`src/rtl/vga_segdac_pkg.sv`:
```
// vga_segdac_pkg: shared VGA timing constants, pattern selector encoding and DAC code width
package vga_segdac_pkg;
    localparam int H_TOTAL  = 800;
    localparam int V_TOTAL  = 525;
    localparam int HS_START = 656;
    localparam int HS_END   = 751;
    localparam int VS_START = 490;
    localparam int VS_END   = 491;
    localparam int CODE_W   = 12;

    typedef enum logic [1:0] {PAT_EXT, PAT_BARS, PAT_GRAD, PAT_XOR} pat_e;
endpackage

```
`src/rtl/segdac_therm_enc.sv`:
```
// segdac_therm_enc: 8-bit colour to 12-bit segmented code, each 2-bit digit becomes a 3-switch thermometer
module segdac_therm_enc
    import vga_segdac_pkg::*;
(
    input  logic [7:0]        value,
    output logic [CODE_W-1:0] code
);
    for (genvar i = 0; i < 4; i++) begin : g_seg
        assign code[3*i +: 3] = {value[2*i+1] & value[2*i], value[2*i+1], value[2*i+1] | value[2*i]};
    end
endmodule

```
`src/rtl/vga_segdac_driver.sv`:
```
// vga_segdac_driver: VGA timing counters, pixel source select and segmented DAC codes,
// with sync/de/R/G/B two registered stages behind hpos/vpos.
module vga_segdac_driver
    import vga_segdac_pkg::*;
#(
    parameter int H_ACTIVE = 640,
    parameter int H_FP     = 16,
    parameter int H_SYNC   = 96,
    parameter int H_BP     = 48,
    parameter int V_ACTIVE = 480,
    parameter int V_FP     = 10,
    parameter int V_SYNC   = 2,
    parameter int V_BP     = 33
) (
    input  logic              clk,
    input  logic              rst_n,
    input  logic [1:0]        pattern_sel,
    input  logic [7:0]        ext_r,
    input  logic [7:0]        ext_g,
    input  logic [7:0]        ext_b,
    output logic [9:0]        hpos,
    output logic [9:0]        vpos,
    output logic              hsync,
    output logic              vsync,
    output logic              de,
    output logic [7:0]        frame,
    output logic [CODE_W-1:0] R,
    output logic [CODE_W-1:0] G,
    output logic [CODE_W-1:0] B
);
    localparam logic [9:0] H_LAST   = 10'(H_ACTIVE + H_FP + H_SYNC + H_BP - 1);
    localparam logic [9:0] V_LAST   = 10'(V_ACTIVE + V_FP + V_SYNC + V_BP - 1);
    localparam logic [9:0] HS_FIRST = 10'(H_ACTIVE + H_FP);
    localparam logic [9:0] HS_LAST  = 10'(H_ACTIVE + H_FP + H_SYNC - 1);
    localparam logic [9:0] VS_FIRST = 10'(V_ACTIVE + V_FP);
    localparam logic [9:0] VS_LAST  = 10'(V_ACTIVE + V_FP + V_SYNC - 1);
    localparam logic [9:0] H_VIS    = 10'(H_ACTIVE);
    localparam logic [9:0] V_VIS    = 10'(V_ACTIVE);
    localparam logic [6:0] BAR_LAST = 7'(H_ACTIVE / 8 - 1);

    logic              h_wrap, v_wrap;
    logic [6:0]        bar_cnt;
    logic [2:0]        bar_idx;
    pat_e              sel;
    logic [7:0]        xy, pix_r, pix_g, pix_b;
    logic              act1, hs1, vs1;
    logic [7:0]        r1, g1, b1;
    logic [CODE_W-1:0] enc_r, enc_g, enc_b;

    assign h_wrap = hpos == H_LAST;
    assign v_wrap = vpos == V_LAST;
    assign sel    = pat_e'(pattern_sel);
    assign xy     = hpos[7:0] ^ vpos[7:0];

    // bar_cnt/bar_idx track hpos so the bar index needs no divider
    always_ff @(posedge clk) begin
        if (!rst_n) begin
            hpos    <= '0;
            vpos    <= '0;
            frame   <= '0;
            bar_cnt <= '0;
            bar_idx <= '0;
        end else begin
            hpos    <= h_wrap ? '0 : hpos + 10'd1;
            vpos    <= h_wrap ? (v_wrap ? '0 : vpos + 10'd1) : vpos;
            frame   <= (h_wrap && v_wrap) ? frame + 8'd1 : frame;
            bar_cnt <= (h_wrap || bar_cnt == BAR_LAST) ? '0 : bar_cnt + 7'd1;
            bar_idx <= h_wrap ? '0 :
                       (bar_cnt == BAR_LAST && bar_idx != 3'd7) ? bar_idx + 3'd1 : bar_idx;
        end
    end

    always_comb begin
        {pix_r, pix_g, pix_b} = {ext_r, ext_g, ext_b};
        case (sel)
            PAT_BARS: {pix_r, pix_g, pix_b} = {{8{~bar_idx[1]}}, {8{~bar_idx[2]}}, {8{~bar_idx[0]}}};
            PAT_GRAD: {pix_r, pix_g, pix_b} = {hpos[7:0], vpos[7:0], xy};
            PAT_XOR:  {pix_r, pix_g, pix_b} = {3{xy + frame}};
            default: ;
        endcase
    end

    segdac_therm_enc u_enc_r (.value(r1), .code(enc_r));
    segdac_therm_enc u_enc_g (.value(g1), .code(enc_g));
    segdac_therm_enc u_enc_b (.value(b1), .code(enc_b));

    always_ff @(posedge clk) begin
        if (!rst_n) begin
            {act1, hs1, vs1} <= 3'b011;
            {r1, g1, b1}     <= '0;
            {de, hsync, vsync} <= 3'b011;
            {R, G, B}        <= '0;
        end else begin
            act1  <= hpos < H_VIS && vpos < V_VIS;
            hs1   <= !(hpos >= HS_FIRST && hpos <= HS_LAST);
            vs1   <= !(vpos >= VS_FIRST && vpos <= VS_LAST);
            {r1, g1, b1} <= {pix_r, pix_g, pix_b};
            de    <= act1;
            hsync <= hs1;
            vsync <= vs1;
            R     <= act1 ? enc_r : '0;
            G     <= act1 ? enc_g : '0;
            B     <= act1 ? enc_b : '0;
        end
    end
endmodule
```
`config.mk`:
```
export PLATFORM = sky130hd
export DESIGN_NAME = vga_segdac_driver
export DESIGN_NICKNAME = d
export VERILOG_FILES = /design/src/rtl/vga_segdac_pkg.sv /design/src/rtl/segdac_therm_enc.sv /design/src/rtl/vga_segdac_driver.sv
export SDC_FILE = /design/constraint.sdc
export NUM_CORES = 1
export LEC_CHECK = 0
export ABC_AREA = 1
export CAP_MARGIN = 20
export CORE_ASPECT_RATIO = 0.6
export CORE_MARGIN = 2
export CORE_UTILIZATION = 40
export CTS_CLUSTER_DIAMETER = 100
export DETAILED_ROUTE_END_ITERATION = 8
export GPL_TIMING_DRIVEN = 1
export PLACE_DENSITY = 0.66
export SLEW_MARGIN = 30
export SYNTH_ARGS = -nofsm -noshare
export SYNTH_HDL_FRONTEND = slang
export SYNTH_HIERARCHICAL = 1
export SYNTH_SLANG_ARGS = --single-unit
```
`constraint.sdc`:
```
create_clock -name clk -period 2.3 [get_ports clk]
set_input_delay 0.23 -clock clk [delete_from_list [all_inputs] [get_ports clk]]
set_output_delay 0.23 -clock clk [all_outputs]
set_load 0.005 [all_outputs]
```
==> Word level (Yosys, flattened, before mapping) <==
Index checks and enable logic that the tools add are counted.
Widths: inputs -> output; s select.
{ "word_totals": {"regBits": 104, "inputBits": 28, "out_inout_bits": 67, "wordCells": 80} }
{ "op_classes": {"n_addsub": 6, "order_cmp": 6, "eq_ne": 7, "mux": 4, "n_bitwise": 29, "reduce_logical": 11} }
{ "ops": {"columns": ["op", "n"], "rows": [
  ["$pmux 8 s3", 3],
  ["$add 10x1->10 const B", 2],
  ["$eq 10x10->1 const B", 2],
  ["$and 1x1->1", 12],
  ["$or 1x1->1", 12],
  ["$ge 10x10->1 const B", 1],
  ["$ge 10x9->1 const B", 1],
  ["$le 10x10->1 const B", 1],
  ["$le 10x9->1 const B", 1],
  ["$lt 10x10->1 const B", 1],
  ["$lt 10x9->1 const B", 1],
  ["$mux 10", 1],
  ["$add 8x1->8 const B", 1],
  ["$add 8x8->8", 1],
  ["$xor 8x8->8", 1],
  ["$add 7x1->7 const B", 1],
  ["$eq 7x7->1 const B", 1],
  ["$logic_and 1x1->1", 5],
  ["$eq 2x2->1 const B", 2],
  ["$not 1->1", 4],
  ["$reduce_or 2->1", 2],
  ["$add 3x1->3 const B", 1],
  ["$ne 3x3->1 const B", 1],
  ["$eq 2x1->1 const B", 1],
  ["3 further kinds", 4]
]} }

==> Depth between registers and ports, before layout <==
Gate-level depths: netlist of run 1.
{ "depth": {"word_depth": 3, "depth_mapped": 11, "depth_no_buf": 10} }

==> Modules after synthesis <==
The synthesis of run 1 kept the hierarchy.
{ "modules_own_cells": {"columns": ["module", "n_inst", "cells_each", "area_each_um2", "seq_area_each_um2"], "rows": [
  ["vga_segdac_driver", 1, 607, 4585.6, 2082.0],
  ["segdac_therm_enc", 3, 24, 105.1, 0.0]
]} }

==> Least setup slack after synthesis of run 1 <==
OpenSTA, ideal clock, no wires.
{ "synth_path": {"path_type": "register -> register", "startpoint": "reg vpos[0]", "endpoint": "reg b1[6]", "t_arrival_ns": 1.828, "slack_ns": 0.402, "path_stages_with_launch": 12, "path_cell_list": "dfxtp_1 > buf_2 > xor2_1 > ha_1 > fa_1 > nand2_1 > nand3_1 > nand3b_1 > nand2_1 > nand2_1 > nand3_1 > a21oi_1"} }
{ "synth_via": {"elab_chain_cells": 3} }
{ "synth_rtl": {"columns": ["element", "line", "text"], "rows": [
  ["start, declared", "vga_segdac_driver.sv:22", "output logic [9:0] vpos,"],
  ["start signal, assigned", "vga_segdac_driver.sv:65", "vpos <= h_wrap ? (v_wrap ? '0 : vpos + 10'd1) : vpos;"],
  ["$xor 8x8->8", "vga_segdac_driver.sv:53", "assign xy = hpos[7:0] ^ vpos[7:0];"],
  ["$add 8x8->8", "vga_segdac_driver.sv:78", "PAT_XOR: {pix_r, pix_g, pix_b} = {3{xy + frame}};"],
  ["$pmux 8 s3", "vga_segdac_driver.sv:75", "case (sel)"],
  ["end signal, assigned", "vga_segdac_driver.sv:97", "{r1, g1, b1} <= {pix_r, pix_g, pix_b};"],
  ["end, declared", "vga_segdac_driver.sv:47", "logic [7:0] r1, g1, b1;"]
]} }
No other way between the ends.
A chain may end at the register's enable or synchronous reset.

==> Worst setup path in the final report of run 1 <==
{ "layout_path": {"startpoint": "reg hpos[0]", "endpoint": "reg g1[6]"} }
{ "layout_via": {"elab_chain_cells": 3} }
{ "layout_rtl": {"columns": ["element", "line", "text"], "rows": [
  ["start, declared", "vga_segdac_driver.sv:21", "output logic [9:0] hpos,"],
  ["start signal, assigned", "vga_segdac_driver.sv:64", "hpos <= h_wrap ? '0 : hpos + 10'd1;"],
  ["$xor 8x8->8", "vga_segdac_driver.sv:53", null],
  ["$add 8x8->8", "vga_segdac_driver.sv:78", null],
  ["$pmux 8 s3", "vga_segdac_driver.sv:75", null],
  ["end signal, assigned", "vga_segdac_driver.sv:97", null],
  ["end, declared", "vga_segdac_driver.sv:47", null]
]} }
No other way between the ends.

==> results of run 1 <==
-- per-layer routing --
layer  vias to the layer above  share of wire (%)
met5                         -                  0
met4                         0               0.79
met3                        10                6.8
met2                       152                 41
met1                      2004                 52
li1                       2267                  -
-- metrics by stage --
step	area, um^2	total power, uW	hold slack, ns	setup WS [ns]	instances
floorplan	4900	2090	0.382	0.402	679
global placement	6020	2220	0.403	0.314	927
detailed placement	6020	2230	0.405	0.228	927
CTS	6310	3730	0.423	0.207	943
global route	6310	3860	0.441	0.0204	943
finish	6310	3690	0.417	0.151	943
-- power groups by stage --
stage	registers [uW]	logic, uW	clock network, uW
2_1_floorplan	1930	163	0
3_3_place_gp	1930	293	0
3_5_place_dp	1930	295	0
4_1_cts	1890	297	1550
5_1_grt	1890	333	1630
6_report	1890	297	1510
-- registers in the layout (all words and copies together) (netlist names), 3 cells and up --
register  cells
B            12
G            12
R            12
hpos         10
vpos         10
b1            8
frame         8
g1            8
r1            8
bar_cnt       7
bar_idx       3
-- final timing paths --
check	from	to	depth (start not counted)
worst min register to register	vs1	vsync	1
worst min-delay path	vs1	vsync	1
worst max register to register	hpos[0]	g1[6]	10
worst max-delay path	hpos[0]	g1[6]	10
-- cells in the final DEF (no fill, tap or decap), types with 2 or more instances in the layout --
master / netlist / routed
nor3_1: 8 / 8
or2_2: 3 / 3
dfxtp_1: 104 / 104
nand3b_1: 4 / 4
a21oi_1: 37 / 37
nor3b_1: 3 / 3
ha_1: 16 / 16
clkinv_4: 0 / 2
inv_2: 3 / 3
inv_1: 138 / 138
o211ai_1: 4 / 4
nor2_2: 2 / 2
nor2_4: 3 / 3
clkdlybuf4s50_1: 0 / 94
nand2_1: 133 / 133
o21ai_0: 27 / 27
xnor2_1: 4 / 4
clkbuf_16: 0 / 9
inv_8: 0 / 3
buf_4: 12 / 19
a21oi_2: 6 / 6
a31oi_1: 8 / 8
nand4_1: 9 / 9
nand2_2: 3 / 3
nor2_1: 74 / 74
xor2_1: 15 / 15
nand3_1: 37 / 37
-- worst reg2reg max path, stage by stage (launching register included) --
cell	delay (ns)
dfxtp_1	0.46
xor2_1	0.15
ha_1	0.25
fa_1	0.39
nand2_1	0.14
nand3_1	0.15
nand3b_1	0.14
nand2_1	0.06
nand2_1	0.06
nand3_1	0.12
a21oi_1	0.17
-- Yosys cell counts (9+ instances only) --
master and instances:
a21oi_1 37, buf_4 12, clkbuf_1 9, dfxtp_1 104
ha_1 16, inv_1 138, nand2_1 133, nand3_1 37
nand4_1 9, nor2_1 74, o21ai_0 27, xor2_1 15
-- cells by family after synthesis --
logic type      count (synthesis)  synth area share (%)
compound gates                 86                  10.0
xor+xnor                       19                  3.40
fa+ha+maj                      17                  4.49
buf+inv                       172                  14.7
flops                         104                  42.5
simple gates                  281                  24.9
-- cell type report --
class / count / area share [%]
Timing Repair Buffer: 113 / 17.2
Sequential cell: 104 / 33.0
Multi-Input combinational cell: 403 / 33.2
Tap cell: 165 / 3.27
Clock buffer: 10 / 3.79
Clock inverter: 6 / 0.931
Inverter: 142 / 8.64
==> results.json, run 1 <==
{
  "core.rowCount": 31,
  "die_h_um": 89.7,
  "synth.distinct_cells": 34,
  "ctsResizeCount": 0,
  "grt_pass1_wl_um": 21200,
  "antenna_found_initial": 0,
  "slowest_stage": "dfxtp_1",
  "pwr_density_cell_nw_per_um2": 585,
  "diodes": 0,
  "swShare_pct": 24.6,
  "first_pass_iters": 5,
  "postCtsSetupRepairBufs": 0,
  "holdCritPathClass": "register to register",
  "syn_to_final_growth_pct": 28.8,
  "ios": 95,
  "htree_levels": 3,
  "ys_async_sr_fraction_pct": 0,
  "synth_area_um2": 4900,
  "worstMarginPinSlew_ns": 0.432,
  "finalSetupViolations": 0,
  "syn-num-nets": 724,
  "cp_top_family": "simple AND/OR/NAND/NOR gates",
  "arrival_ns": 2.43,
  "gp_congestion": 0.878,
  "grt_use_met1_pct": 30.0,
  "seq_area_frac_synth_pct": 42.5,
  "drive_gt1_share_pct": 7.58,
  "leakagePower_uw": 0.00279,
  "cts.sinks": 104,
  "cell_internal_pwr_uw": 2790,
  "grt_use_total_pct": 20.2,
  "met3_usage_pct": 4.82,
  "start_util_pct": 40.8,
  "crit_top_cell": "nand2_1",
  "slowest_delay_ns": 0.46,
  "status": "completed",
  "layout_min_cycle_time_ns": 2.15,
  "path_clk_slew_ns": 0.07,
  "synth_cells": 679,
  "wl_per_cell_um": 13.9,
  "dr.first_iter.drc_count": 291,
  "die_w_um": 147,
  "start_kind": "register",
  "path_class": "register to register",
  "yosys.area.top_type_share_pct": 42.5,
  "grt_pass1_vias": 4245,
  "seqPwrFrac_pct": 51.1,
  "design.die.area_um2": 13200,
  "required_ns": 2.58,
  "critPathBufInv": 0,
  "clock_latency_ns": 0.35,
  "clock_path_buffers": 2,
  "detail-route-antenna-nets": 0,
  "ys_seq_elements": 104,
  "slew_violations": 0,
  "register_area_um2": 2080,
  "fin_util_pct": 52.5,
  "worst_setup_path_end_kind": "register",
  "totalWireLength_um": 13100,
  "hpwl_um": 10400,
  "grt_max_degree": 38,
  "grt.overflow.total": 0,
  "finalHoldViolCount": 0,
  "grtUsageMet2_pct": 30.1,
  "nets": 818,
  "ys.flop_type": "dfxtp_1",
  "pwr-share-comb_pct": 8.0,
  "routed-via-count": 4433,
  "synth_area_leader_cell": "dfxtp_1",
  "synth_edf_count": 0,
  "cts_hold_buf": 0,
  "rsz0062_at_grt": "false",
  "vias_per_cell": 4.70,
  "skew_ns": 0.00905,
  "cap_viol_max_count": 0,
  "ir_drop_v": 0.000323,
  "ys.warnings.count": 6,
  "clock.fmax_mhz": 465,
  "crit_fanout": 6,
  "clockRootBuffer": "clkbuf_16",
  "busiest_layer": "met2",
  "fin_setup_tns_ns": 0,
  "r2r_setup_slack_ns": 0.15,
  "nFillCells": 1176,
  "cts-buffers-inserted": 9,
  "coreArea_um2": 12000,
  "p_clk_share_pct": 40.9,
  "numPortBuffers": 94,
  "relSlewSlack_pct": 70.9,
  "power_switching_uw": 908,
  "multiInputGateArea_um2": 2100,
  "finalCritPeriodShare_pct": 93.4,
  "cp_cell_sequence": "xor2_1 -> ha_1 -> fa_1 -> nand2_1 -> nand3_1 -> nand3b_1 -> nand2_1 -> nand2_1 -> nand3_1 -> a21oi_1",
  "synthTopCellsByArea": "dfxtp_1 (42%), inv_1 (11%), nand2_1 (10%), nor2_1 (5.7%), ha_1 (4.1%)",
  "drt_drc_violations_left": 0,
  "avgSynthCellArea_um2": 7.22,
  "tritoncts": "built"
}
(Power assumes the default switching activity.)
==> run 2: changes to the inputs <==
--- a/config.mk
+++ b/config.mk
@@ -8,11 +8,9 @@
 export ABC_AREA = 1
 export CAP_MARGIN = 20
 export CORE_ASPECT_RATIO = 0.6
-export CORE_MARGIN = 2
 export CORE_UTILIZATION = 40
 export CTS_CLUSTER_DIAMETER = 100
 export DETAILED_ROUTE_END_ITERATION = 8
-export GPL_TIMING_DRIVEN = 1
 export PLACE_DENSITY = 0.66
 export SLEW_MARGIN = 30
 export SYNTH_ARGS = -nofsm -noshare
==> results.json, run 2 (synthesized netlist as in run 1, its figures left out) <==
{
  "cap_viol_max_count": 0,
  "grt_max_degree": 38,
  "cp_cell_sequence": "xnor2_1 -> inv_1 -> fa_1 -> nand2_1 -> nand3_1 -> a21oi_1 -> nand3b_1 -> a21oi_1",
  "worstMarginPinSlew_ns": 0.564,
  "clock_latency_ns": 0.35,
  "arrival_ns": 2.27,
  "status": "completed",
  "finalSetupViolations": 0,
  "antenna_found_initial": 0,
  "required_ns": 2.52,
  "mostFrequentLayoutCells": "inv_1 (138), nand2_1 (133), dfxtp_1 (103)",
  "slew_violations": 0,
  "stdcell_count": 940,
  "seqPwrFrac_pct": 51.1,
  "cell_internal_pwr_uw": 2790,
  "pwr-share-comb_pct": 8.0,
  "clock_path_buffers": 2,
  "whs_ns": 0.417,
  "syn_to_final_growth_pct": 29.0,
  "placedCellCount": 924,
  "swShare_pct": 24.7,
  "final_common_cell": "inv_1",
  "grt.overflow.total": 0,
  "whs_path_depth": 1,
  "vias_per_cell": 4.75,
  "slowest_stage": "dfxtp_1",
  "postCtsSetupRepairBufs": 0,
  "numPortBuffers": 94,
  "critPathCapture": "g1[4]",
  "pwr_density_cell_nw_per_um2": 585,
  "crit_start": "hpos[1]",
  "leakagePower_uw": 0.00280,
  "clockRootBuffer": "clkbuf_16",
  "drt_drc_violations_left": 0,
  "top_regs": "B (12), G (12), R (12)",
  "coreArea_um2": 11600,
  "skew_ns": 0.00750,
  "grt_pass1_vias": 4274,
  "htree_levels": 3,
  "die_h_um": 87.7,
  "path_clk_slew_ns": 0.07,
  "layout_min_cycle_time_ns": 2.05,
  "crit_top_cell": "a21oi_1",
  "gp_congestion": 0.929,
  "start_kind": "register",
  "rr_worst_depth": 8,
  "cts-buffers-inserted": 9,
  "finalHoldViolCount": 0,
  "clock.fmax_mhz": 487,
  "r2r_setup_slack_ns": 0.25,
  "design.die.area_um2": 12700,
  "rsz0062_at_grt": "false",
  "finalCritPeriodShare_pct": 89.3,
  "totalWireLength_um": 13300,
  "core.rowCount": 30,
  "p_clk_share_pct": 40.9,
  "worst_setup_path_end_kind": "register",
  "relSlewSlack_pct": 62.4,
  "wl_per_cell_um": 14.2,
  "timing.rr.start": "hpos[1]",
  "path_class": "register to register",
  "tritoncts": "built",
  "rr_endpoint": "g1[4]",
  "ios": 95,
  "crit_fanout": 5,
  "detail-route-antenna-nets": 0,
  "dr.first_iter.drc_count": 414,
  "grt_pass1_wl_um": 21600,
  "start_util_pct": 42.3,
  "routed-via-count": 4466,
  "hpwl_um": 10500,
  "drive_gt1_share_pct": 7.95,
  "slowest_delay_ns": 0.44,
  "power_switching_uw": 914,
  "diodes": 0,
  "grt_use_total_pct": 22.0,
  "first_pass_iters": 6,
  "fin_setup_tns_ns": 0,
  "die_w_um": 145,
  "cts.sinks": 104,
  "holdCritPathClass": "register to register",
  "nets": 820,
  "ir_drop_v": 0.000347
}
-- run 2: worst min path at each step --
stage | start | endpoint | slack (ns)
detailed placement | hs1 | hsync | 0.40
global route | hs1 | hsync | 0.43
floorplan | ext_r[0] | r1[0] | 0.38
CTS | hs1 | hsync | 0.42
global placement | vs1 | vsync | 0.40
finish | hs1 | hsync | 0.42
-- run 2: worst max-delay path: cells and delay by family (launching register included) --
kind | cells | cell delay (ns)
and+or+nand+nor | 3 | 0.48
AOI/OAI and AO/OA | 2 | 0.26
xor gates and xnor gates | 1 | 0.18
adders and majority gates | 1 | 0.44
DFF | 1 | 0.44
buffers and inverters | 1 | 0.13
-- run 2: cell type report --
cell class	instances	area (um^2)
Fill cell	1107	5280
Multi-Input combinational cell	403	2100
Sequential cell	104	2080
Timing Repair Buffer	115	1100
Inverter	142	546
Clock buffer	10	239
Tap cell	160	200
Clock inverter	6	56.3
-- run 2: stage by stage --
stage / total power (uW) / util, % / worst slack (ns) / cell area, um^2
after floorplan: 2090 / - / 0.402 / 4900
after global placement: 2230 / 51.9 / 0.194 / 6020
after detailed placement: 2230 / 51.9 / 0.222 / 6020
after CTS: 3740 / 54.5 / 0.208 / 6320
after global routing: 3860 / 54.5 / 0.0648 / 6320
final: 3700 / 54.5 / 0.245 / 6320
-- run 2: metal layers --
metal	up-vias	track usage, %	part of all wire, %
met4	0	5.03	0.95
met5	-	0	0
met1	2034	31.8	51
met3	14	4.95	7.2
met2	154	33.1	40
li1	2264	-	-
-- run 2: what timing repair did --
item / in CTS / in global routing
hold buffers: 0 / 0
gates resized for setup: 0 / 1
endpoints found under the setup margin: 0 / 6
-- run 2: power groups by stage --
stage | Combinational, uW | Sequential (uW) | Clock [uW]
after floorplan | 163 | 1930 | 0
after global placement | 296 | 1930 | 0
after detailed placement | 295 | 1930 | 0
after CTS | 297 | 1890 | 1550
after global routing | 334 | 1900 | 1630
final | 297 | 1890 | 1510
==> run 3: changes to the inputs <==
--- a/config.mk
+++ b/config.mk
@@ -11,6 +11,7 @@
 export CORE_UTILIZATION = 40
 export CTS_CLUSTER_DIAMETER = 100
 export DETAILED_ROUTE_END_ITERATION = 8
+export GPL_TIMING_DRIVEN = 0
 export PLACE_DENSITY = 0.66
 export SLEW_MARGIN = 30
 export SYNTH_ARGS = -nofsm -noshare
==> results.json, run 3 (synthesized netlist as in run 1, its figures left out) <==
{
  "status": "completed",
  "routed-via-count": 4560,
  "dr.first_iter.drc_count": 254,
  "die_h_um": 87.7,
  "slowest_delay_ns": 0.39,
  "htree_levels": 3,
  "clock.fmax_mhz": 450,
  "hpwl_um": 10200,
  "routed.top_layer": "met4",
  "fin_setup_tns_ns": 0,
  "start_kind": "register",
  "arrival_ns": 2.49,
  "final_cell_area_um2": 6430,
  "top_regs": "B (12), G (12), R (12)",
  "gp_congestion": 0.930,
  "whs_path_depth": 4,
  "totalWireLength_um": 13000,
  "drive_gt1_share_pct": 9.26,
  "clock_latency_ns": 0.35,
  "cp_cell_sequence": "clkbuf_4 -> xor2_1 -> ha_2 -> fa_1 -> nand2_1 -> nand3_1 -> nand3b_1 -> nand2_1 -> nand2_1 -> nand3_4 -> a21oi_2",
  "required_ns": 2.57,
  "clock_path_buffers": 2,
  "diodes": 0,
  "leakagePower_uw": 0.00283,
  "ir_drop_v": 0.000416,
  "layout_min_cycle_time_ns": 2.22,
  "nets": 828,
  "path_class": "register to register",
  "numPortBuffers": 93,
  "pwr_density_cell_nw_per_um2": 607,
  "ios": 95,
  "design.die.area_um2": 12700,
  "worstMarginPinSlew_ns": 0.639,
  "skew_ns": 0.00933,
  "slowest_stage": "fa_1",
  "grt_pass1_vias": 4183,
  "grt_pass1_wl_um": 21000,
  "mostFrequentLayoutCells": "inv_1 (138), nand2_1 (133), dfxtp_1 (102)",
  "placed_area_um2": 6030,
  "syn_to_final_growth_pct": 31.2,
  "crit_fanout": 8,
  "slew_violations": 0,
  "rr_endpoint": "g1[6]",
  "die_w_um": 145,
  "core.rowCount": 30,
  "cts-buffers-inserted": 9,
  "stdcell_count": 948,
  "coreArea_um2": 11600,
  "first_pass_iters": 7,
  "r2r_setup_slack_ns": 0.08,
  "min_from": "pattern_sel[0]",
  "wl_met1_um": 6410,
  "relSlewSlack_pct": 57.4,
  "placedCellCount": 932,
  "whs_ns": 0.325,
  "worst_setup_path_end_kind": "register",
  "final_common_cell": "inv_1",
  "critPathBufInv": 1,
  "holdCritPathClass": "primary input to register",
  "path_clk_slew_ns": 0.07,
  "grt_use_total_pct": 21.2,
  "start_util_pct": 42.3,
  "routed-wl-met2_um": 5410,
  "rr_worst_depth": 11,
  "finalHoldViolCount": 0,
  "rsz0062_at_grt": "true",
  "wl_per_cell_um": 13.7,
  "grt_max_degree": 19,
  "finalSetupViolations": 0,
  "cp_top_family": "simple AND/OR/NAND/NOR gates",
  "tritoncts": "built",
  "clockRootBuffer": "clkbuf_16",
  "drt_drc_violations_left": 0,
  "postCtsSetupRepairBufs": 0,
  "cts.sinks": 104,
  "crit_top_cell": "nand2_1",
  "min_to": "r1[5]",
  "cap_viol_max_count": 0,
  "finalCritPeriodShare_pct": 96.6,
  "fin_util_pct": 55.4,
  "detail-route-antenna-nets": 0,
  "vias_per_cell": 4.81,
  "antenna_found_initial": 0,
  "route.met3.wl_um": 945,
  "timing.rr.start": "vpos[0]",
  "grt.overflow.total": 0
}
run 3: where the power goes:
part,internal [uW],switching [uW],leakage (uW)
clock,1000,700,0.000166
sequential,1860,35.8,0.000849
combinational,152,160,0.00181
run 3: area by class of cell:
type                       instances  area, um^2
multi-input combinational        403        2150
sequential                       104        2080
inverter                         142         546
fill                            1100        5170
buffer                            30         178
clock buffer                      10         239
clock inverter                     6        97.6
tap                              160         200
timing repair buffer              93         931
run 3: what timing repair did:
item / in CTS / in global routing
hold buffers: 0 / 0
endpoints found under the setup margin: 0 / 12
gates resized for setup: 0 / 14
run 3: metrics by stage:
step	worst slack (ns)	power, uW
floorplan	0.402	2090
global placement	0.0417	2230
detailed placement	0.0353	2240
CTS	0.00211	3930
global route	-0.0381	4060
finish	0.0783	3910
run 3: metal layers:
layer | vias up | track usage, %
li1 | 2284 | -
met1 | 2103 | 30.1
met2 | 153 | 30.8
met3 | 20 | 5.63
met4 | 0 | 7.83
met5 | - | 0
run 3: worst max path at each step:
| stage | startpoint | to | cells after the start |
|---|---|---|---|
| 2_1_floorplan | vpos[0] | b1[6] | 11 |
| 3_3_place_gp | vpos[0] | g1[6] | 11 |
| 3_5_place_dp | vpos[0] | g1[6] | 11 |
| 4_1_cts | vpos[0] | g1[6] | 11 |
| 5_1_grt | vpos[0] | g1[6] | 11 |
| 6_report | vpos[0] | g1[6] | 11 |
run 3: tightest hold or removal path, cell delays in order:
cell and delay [ns]:
buf_2 0.17, o21ai_0 0.11, inv_1 0.05, a21oi_1 0.06
